`src/rtl/lsm_addr_gen.sv`:
```
// Address/sequence generator for ARM-style load/store-multiple (LDM/STM) transfers.
// Optional Rn writeback is compiled in by defining LSM_WRITEBACK_EN.
module lsm_addr_gen (
    input  logic        CLK,
    input  logic        CLR,
    input  logic        START,
    input  logic [31:0] IR,
    input  logic [31:0] BASE,
    input  logic        MOC,
    output logic        MEM_REQ,
    output logic        MEM_RW,
    output logic [31:0] MAR_OUT,
    output logic [3:0]  REG_NUM,
    output logic        BUSY,
    output logic        DONE,
    output logic        WB_EN,
    output logic [31:0] WB_VALUE
);

    typedef enum logic [2:0] {
        S_IDLE,
        S_CALC,
        S_XFER,
        S_GAP,
        S_WB,
        S_DONE
    } state_t;

    state_t state, state_next;

    logic        p_q, u_q, l_q;
    logic [15:0] list_q;
    logic [31:0] base_q;

    logic [4:0]  n_count;
    logic [31:0] span;
    logic [31:0] start_addr;
    logic [15:0] list_left;
    logic [3:0]  low_bit;

    function automatic logic [3:0] lowest_bit(input logic [15:0] v);
        lowest_bit = 4'd0;
        for (int i = 15; i >= 0; i--) begin
            if (v[i]) lowest_bit = 4'(i);
        end
    endfunction

    function automatic logic [4:0] popcount(input logic [15:0] v);
        popcount = 5'd0;
        for (int i = 0; i < 16; i++) begin
            popcount = popcount + 5'(v[i]);
        end
    endfunction

    assign n_count   = popcount(list_q);
    assign span      = {25'd0, n_count, 2'b00};
    assign low_bit   = lowest_bit(list_q);
    assign list_left = list_q & ~(16'd1 << REG_NUM);

    // Transfers always ascend, so decrementing modes start at the lowest address of the block.
    always_comb begin
        unique case ({p_q, u_q})
            2'b01:   start_addr = base_q;
            2'b11:   start_addr = base_q + 32'd4;
            2'b00:   start_addr = base_q - span + 32'd4;
            default: start_addr = base_q - span;
        endcase
    end

`ifdef LSM_WRITEBACK_EN
    logic        w_q;
    logic [4:0]  n_q;
    logic [31:0] wb_span;
    logic        unused_ir;

    assign wb_span   = {25'd0, n_q, 2'b00};
    assign unused_ir = ^{IR[31:25], IR[22], IR[19:16]};
`else
    logic unused_ir;

    assign unused_ir = ^{IR[31:25], IR[22:21], IR[19:16]};
`endif

    // NOTE: sequential state uses non-blocking assignments so every register
    // samples the pre-edge values, independent of statement order.
    always_ff @(posedge CLK) begin
        if (CLR) begin
            state <= S_IDLE;
        end else begin
            state <= state_next;
        end
    end

    // NOTE: the datapath registers are cleared along with the state, because
    // MAR_OUT and REG_NUM are directly visible outputs that must read 0 in reset.
    always_ff @(posedge CLK) begin
        if (CLR) begin
            p_q     <= 1'b0;
            u_q     <= 1'b0;
            l_q     <= 1'b0;
            list_q  <= 16'd0;
            base_q  <= 32'd0;
            MAR_OUT <= 32'd0;
            REG_NUM <= 4'd0;
`ifdef LSM_WRITEBACK_EN
            w_q     <= 1'b0;
            n_q     <= 5'd0;
`endif
        end else begin
            unique case (state)
                S_IDLE: begin
                    if (START) begin
                        p_q    <= IR[24];
                        u_q    <= IR[23];
                        l_q    <= IR[20];
                        list_q <= IR[15:0];
                        base_q <= BASE;
`ifdef LSM_WRITEBACK_EN
                        w_q    <= IR[21];
`endif
                    end
                end
                S_CALC: begin
                    MAR_OUT <= start_addr;
                    REG_NUM <= low_bit;
`ifdef LSM_WRITEBACK_EN
                    n_q     <= n_count;
`endif
                end
                S_XFER: begin
                    if (MOC) begin
                        list_q  <= list_left;
                        MAR_OUT <= MAR_OUT + 32'd4;
                    end
                end
                S_GAP: begin
                    REG_NUM <= low_bit;
                end
                default: ;
            endcase
        end
    end

    // NOTE: every output and next-state value gets a default first so no
    // path through the case statement can infer a latch.
    always_comb begin
        state_next = state;
        MEM_REQ    = 1'b0;
        MEM_RW     = 1'b0;
        BUSY       = (state != S_IDLE);
        DONE       = 1'b0;
        WB_EN      = 1'b0;
        WB_VALUE   = 32'd0;

        unique case (state)
            S_IDLE: begin
                if (START) state_next = S_CALC;
            end
            S_CALC: begin
                state_next = (list_q == 16'd0) ? S_DONE : S_XFER;
            end
            S_XFER: begin
                MEM_REQ = 1'b1;
                MEM_RW  = l_q;
                if (MOC) begin
                    if (list_left != 16'd0) begin
                        state_next = S_GAP;
                    end else begin
`ifdef LSM_WRITEBACK_EN
                        state_next = w_q ? S_WB : S_DONE;
`else
                        state_next = S_DONE;
`endif
                    end
                end
            end
            S_GAP: begin
                state_next = S_XFER;
            end
            S_WB: begin
`ifdef LSM_WRITEBACK_EN
                WB_EN    = 1'b1;
                WB_VALUE = u_q ? (base_q + wb_span) : (base_q - wb_span);
`endif
                state_next = S_DONE;
            end
            S_DONE: begin
                DONE       = 1'b1;
                state_next = S_IDLE;
            end
            default: begin
                state_next = S_IDLE;
            end
        endcase
    end

endmodule

```
`config.mk`:
```
export PLATFORM = sky130hd
export DESIGN_NAME = lsm_addr_gen
export DESIGN_NICKNAME = d
export VERILOG_FILES = /design/src/rtl/lsm_addr_gen.sv
export SDC_FILE = /design/constraint.sdc
export NUM_CORES = 1
export LEC_CHECK = 0
export CORE_ASPECT_RATIO = 0.8
export CORE_UTILIZATION = 33
export CTS_BUF_LIST = sky130_fd_sc_hd__clkbuf_16
export DETAILED_ROUTE_END_ITERATION = 10
export DONT_BUFFER_PORTS = 1
export PLACE_DENSITY_LB_ADDON = 0.12
export SLEW_MARGIN = 20
export SYNTH_ARGS = -nofsm -noshare
export SYNTH_HDL_FRONTEND = slang
export SYNTH_SLANG_ARGS = --single-unit
```
`constraint.sdc`:
```
create_clock -name CLK -period 8.49 [get_ports CLK]
set_input_delay 1.2735 -clock CLK [delete_from_list [all_inputs] [get_ports CLK]]
set_output_delay 1.2735 -clock CLK [all_outputs]
set_load 0.1 [all_outputs]
```
After elaboration in Yosys (flattened, before gate mapping) --
Index checks and enable logic that the tools add are counted.
Storage, ports and cells: register bits after elaboration 90, input port bits 68, word-level logic and storage cells 81
Cells by class: add/subtract/negate cells 19, equal/unequal tests 9, shift-type cells 1, multiplexer cells 30, bitwise operators 2, reduce and logical (&&, ||, !) cells 12
Operator list (number):
- 32-bit by 3-bit adder with 32-bit output, second input constant | 3
- 32-bit one-hot mux with 3 select lines | 1
- 4-bit 2-to-1 mux | 16
- 32-bit one-hot mux with 2 select lines | 1
- 5-bit by 1-bit adder with 5-bit output | 11
- 16-bit 2-to-1 mux | 2
- 32-bit 2-to-1 mux | 1
- 16-bit one-hot mux with 2 select lines | 1
- 32-bit by 7-bit subtractor with 32-bit output | 1
- 16-bit bitwise AND | 1
- 16-bit logical NOT | 1
- 16-bit NOT | 1
- 16-bit nonzero test | 1
- 1-bit by 4-bit << shifter with 16-bit output, first input constant | 1
- 3-bit one-hot mux with 5 select lines | 1
- 3-bit 2-to-1 mux | 4
- 3-bit by 2-bit == test with 1-bit output, second input constant | 2
- 3-bit == test, second input constant | 2
- 2-bit AND reduction | 3
- 4-bit by 1-bit adder with 5-bit output | 1
- 3-bit by 1-bit adder with 4-bit output | 1
- 2-bit inequality test, second input constant | 2
- 2-bit nonzero test | 2
- 2-bit by 1-bit adder with 3-bit output | 1
- 10 further kinds | 12

Depth between registers and ports, before layout --
word-level depth 19, gate-level depth with buffers 24

Worst setup path after synthesis --
OpenSTA, ideal clock, no wires.
path type flip-flop to flip-flop, start reg list_q[5], end reg MAR_OUT[29], library setup time 0.075 ns, data arrival time 6.066 ns, data required time 8.415 ns, path slack 2.349 ns, cell stages (with the launch flop) 21, path buffers 0, period minus slack after synthesis 6.141 ns, path through dfxtp_1 -> inv_1 -> fa_1 -> fa_1 -> fa_1 -> fa_1 -> inv_1 -> ha_1 -> inv_1 -> fa_1 -> fa_1 -> a211oi_1 -> o21ai_1 -> or4_1 -> a211oi_1 -> o21bai_1 -> nor4_4 -> nand3_2 -> xor2_1 -> a311o_1 -> a31oi_1
Between the ends: cells in the longest elaborated chain, start to end 15
Ends and longest elaborated chain:
- from (decl) | line 32 | logic [15:0] list_q;
- from (signal assigned) | line 116 | list_q <= IR[15:0];
- from (signal assigned) | line 132 | list_q <= list_left;
- 5-bit by 1-bit adder with 5-bit output * (11 in series) | line 51 | popcount = popcount + 5'(v[i]);
- 32-bit by 7-bit subtractor with 32-bit output * | line 65, 66
- 32-bit by 3-bit adder with 32-bit output | line 65 | 2'b00: start_addr = base_q - span + 32'd4;
- 32-bit one-hot mux with 3 select lines * | line 62 | unique case ({p_q, u_q})
- 32-bit one-hot mux with 2 select lines * | line 110 | unique case (state)
- to (signal assigned) | line 124 | MAR_OUT <= start_addr;
- to (signal assigned) | line 133 | MAR_OUT <= MAR_OUT + 32'd4;
- to (decl) | line 12 | output logic [31:0] MAR_OUT,
Every way passes the cells marked *; elsewhere a longest branch is shown, timed or not. A chain may end at the register's enable or synchronous reset.

Worst setup path after layout --
start reg list_q[0], end reg MAR_OUT[16]
Between the ends: cells in the longest elaborated chain, start to end 19
Ends and longest elaborated chain (line):
- 1-bit by 1-bit adder with 2-bit output * | 51
- 2-bit by 1-bit adder with 3-bit output * | 51
- 3-bit by 1-bit adder with 4-bit output * | 51
- 4-bit by 1-bit adder with 5-bit output * | 51
- 5-bit by 1-bit adder with 5-bit output * (11 in series) | 51
- 32-bit by 7-bit subtractor with 32-bit output * | 65, 66
- 32-bit by 3-bit adder with 32-bit output | 65
- 32-bit one-hot mux with 3 select lines * | 62
- 32-bit one-hot mux with 2 select lines * | 110
Marked as above.

==> results.sh <==
export IMPL_crit_path_start_kind="register"
export IMPL_cp_arrival_ns=7.44
export IMPL_min_path_type="reg -> reg"
export IMPL_required_ns=8.70
export IMPL_slew_headroom_pct=22.4
export IMPL_synth_warnings=0
export IMPL_syn_area_sq_mm=0.00791
export IMPL_drt_pass1_iterations=5
export IMPL_fin_setup_tns_ns=0
export IMPL_reg2reg_to="MAR_OUT[16]"
export IMPL_ys_flop_type="dfxtp_1"
export IMPL_antenna_found_initial=0
export IMPL_row_count=50
export IMPL_critPathMaxStageDelay_ns=0.61
export IMPL_die_area_sq_mm=0.0246
export IMPL_slew_violations=0
export IMPL_drt_iter0_drc=601
export IMPL_drc=0
export IMPL_cts_sinks=90
export IMPL_final_antenna_net_count=0
export IMPL_hpwl_um=19800
export IMPL_grt_max_degree=81
export IMPL_avgRoutedWirePerCell_um=19.4
export IMPL_place_congestion=0.900
export IMPL_period_share_pct=85.2
export IMPL_synth_cell_types=74
export IMPL_vias=7887
export IMPL_outcome="finished clean"
export IMPL_grt_pass1_vias=7216
export IMPL_cts_hold_buf=0
export IMPL_fmax_ghz=0.138
export IMPL_hp_start="base_q[0]"
export IMPL_cap_violations=0
export IMPL_holdPathEnd="MAR_OUT[0]"
export IMPL_area_delta_synth_final_pct=4.83
export IMPL_slowest_stage="fa_1"
export IMPL_reg2reg_depth=22
export IMPL_rsz0062_at_grt="false"
export IMPL_clk_pin_slew_ns=0.07
export IMPL_nets=1193
export IMPL_synth_ff_latch_count=90
export IMPL_clock_latency_ns=0.36
export IMPL_crit_chain="inv_1 > fa_1 > fa_1 > fa_1 > fa_1 > inv_1 > ha_1 > inv_1 > fa_1 > nor2b_1 > o21ai_0 > ha_1 > a21oi_2 > nand2_1 > or4_1 > a21o_1 > or3_1 > nor2_2 > mux2i_1 > xor2_1 > a221oi_1 > a2111oi_0"
export IMPL_syn_inst=1147
export IMPL_grt_pass1_wl_um=43000
export IMPL_cts_root_buf="clkbuf_16"
export IMPL_post_cts_buffers=0
export IMPL_die_x_um=175
export IMPL_path_max_fanout=8
export IMPL_numCtsBuffers=9
export IMPL_finalHoldViolations=0
export IMPL_setup_viol=0
export IMPL_cts_resized=0
export IMPL_coreArea_sq_mm=0.0235
export IMPL_r2r_start="list_q[0]"
export IMPL_start_util_pct=33.7
export IMPL_rrSetupSlack_ns=1.26
export IMPL_cts_buffer_depth=2
export IMPL_avgSynthCellArea_sq_um=6.89
export IMPL_critPathKind="reg -> reg"
export IMPL_cts_tree="yes"
export IMPL_route_final_wire_length_um=27400
export IMPL_cp_end_kind="register"
export IMPL_fin_skew_ns=0.0101
export IMPL_grt_usage_pct=22.6
export IMPL_ys_seq_area_share_pct=22.8
export IMPL_hold_depth=2
export IMPL_async_flop_share_pct=0
export IMPL_vias_per_cell=5.58
export IMPL_worst_pin_slew_ns=1.16
export IMPL_antenna_cells=0
export IMPL_dieHeight_um=140
export IMPL_h_tree_depth=3
export IMPL_ios=141
export IMPL_io_buffers=0
export IMPL_period_needed_ns=7.23
export IMPL_crit_path_frequent_cell="fa_1"
export IMPL_synth_edf_count=0
export IMPL_gr_total_overflow=0
export IMPL_layout_drive_gt1_share_pct=5.45
-- layout make-up --
type                       count  area (sq um)
tap                          312           390
sequential                    90          1800
inverter                      40           150
multi-input combinational    936          5500
clock inverter                 5          57.6
fill                        2583         15200
clock buffer                   9           225
timing repair buffer          21           158
-- cell usage in the layout, fill, tap and decap left out, types with 3 or more instances in the layout --
cell type / count
nand3b_1: 3
a21o_1: 12
nor4_2: 3
a211oi_1: 6
nor4_1: 15
or2_2: 3
xor2_1: 31
ha_1: 16
o31ai_1: 5
nand2b_1: 12
nand2_1: 187
dfxtp_1: 89
nand4_1: 8
a31oi_1: 21
a2111oi_0: 4
clkbuf_16: 9
inv_1: 40
nor4_4: 4
o21a_1: 3
or4_1: 7
xnor2_1: 36
fa_1: 11
o22ai_1: 6
o311ai_0: 4
nor2_1: 81
nor3_1: 37
nand4b_1: 5
o211ai_1: 18
or3_1: 6
nor2b_1: 8
buf_4: 21
nand3_1: 45
conb_1: 33
and2_1: 5
a221oi_1: 6
mux2i_1: 6
o21ai_0: 84
and3_1: 15
a21oi_1: 136
a22oi_1: 8
-- worst max path at each step --
| stage | start | to | slack, ns | cells after the start |
|---|---|---|---|---|
| CTS | list_q[0] | MAR_OUT[16] | 1.33 | 22 |
| finish | list_q[0] | MAR_OUT[16] | 1.26 | 22 |
| global route | list_q[0] | MAR_OUT[16] | 0.84 | 22 |
| detailed placement | list_q[0] | MAR_OUT[16] | 1.35 | 22 |
| floorplan | list_q[5] | MAR_OUT[29] | 2.35 | 20 |
| global placement | list_q[0] | MAR_OUT[16] | 1.34 | 22 |
-- cells in the mapped netlist, drive strengths merged, types with 8 or more instances --
master    n  share of area, %
nand2   188               8.9
a21oi   138               8.8
dfxtp    90                23
o21ai    86               5.4
nor2     83               4.0
clkbuf   62               2.9
buf      51               4.4
nand3    46               3.0
inv      40               1.9
nor3     39               2.7
xnor2    36               4.0
xor2     31               3.4
nor4     22               2.7
a31oi    21               1.7
o211ai   18               1.7
ha       16               2.5
and3     15               1.2
a21o     12               1.1
nand2b   12              0.95
fa       11               2.8
a22oi     8              0.76
nand4     8              0.63
nor2b     8              0.63
or4       8              0.81
-- cells by family after synthesis --
family,share of synthesized area [%]
AND/OR/NAND/NOR,28.5
AO/OA/AOI/OAI,25.6
buffers and inverters,9.24
flip-flops,22.8
XOR/XNOR,7.42
adder cells (fa/ha/maj),5.32
multiplexers,1.04
other,0.0474
-- through the flow --
step                util, %  area (sq um)  hold WS, ns  cells  setup WS, ns
floorplan                 -          8030        0.432   1179          2.35
global placement       34.1          8000        0.436   1399          1.34
detailed placement     34.1          8000        0.437   1399          1.35
CTS                    35.3          8290        0.447   1413          1.33
global route           35.3          8290        0.464   1413         0.839
finish                 35.3          8290        0.450   1413          1.26
-- routing by layer --
metal / GRT usage [%] / vias to the layer above / share of wire (%)
li1: - / 3899 / -
met3: 5.70 / 28 / 8.0
met1: 33.7 / 3703 / 51
met4: 5.03 / 0 / 1.3
met2: 31.8 / 257 / 40
met5: 0 / - / 0
-- critical path: cells and delay by family (launching register included) --
kind                       cells  cell delay [ns]
DFF                            1             0.43
xor gates and xnor gates       1             0.09
buffers and inverters          3             0.26
muxes                          1             0.26
adders and majority gates      7             2.98
AOI/OAI and AO/OA              5             1.35
and+or+nand+nor                5             1.72
-- registers in the layout, summed over array words and instances (netlist names) --
| register | cells |
|---|---|
| MAR_OUT | 32 |
| base_q | 32 |
| list_q | 16 |
| REG_NUM | 4 |
| state | 3 |
| l_q | 1 |
| p_q | 1 |
| u_q | 1 |
Power is left out: the tool's default activity adds up to more than one toggle a clock period on the data nets, which glitch-free logic cannot reach.
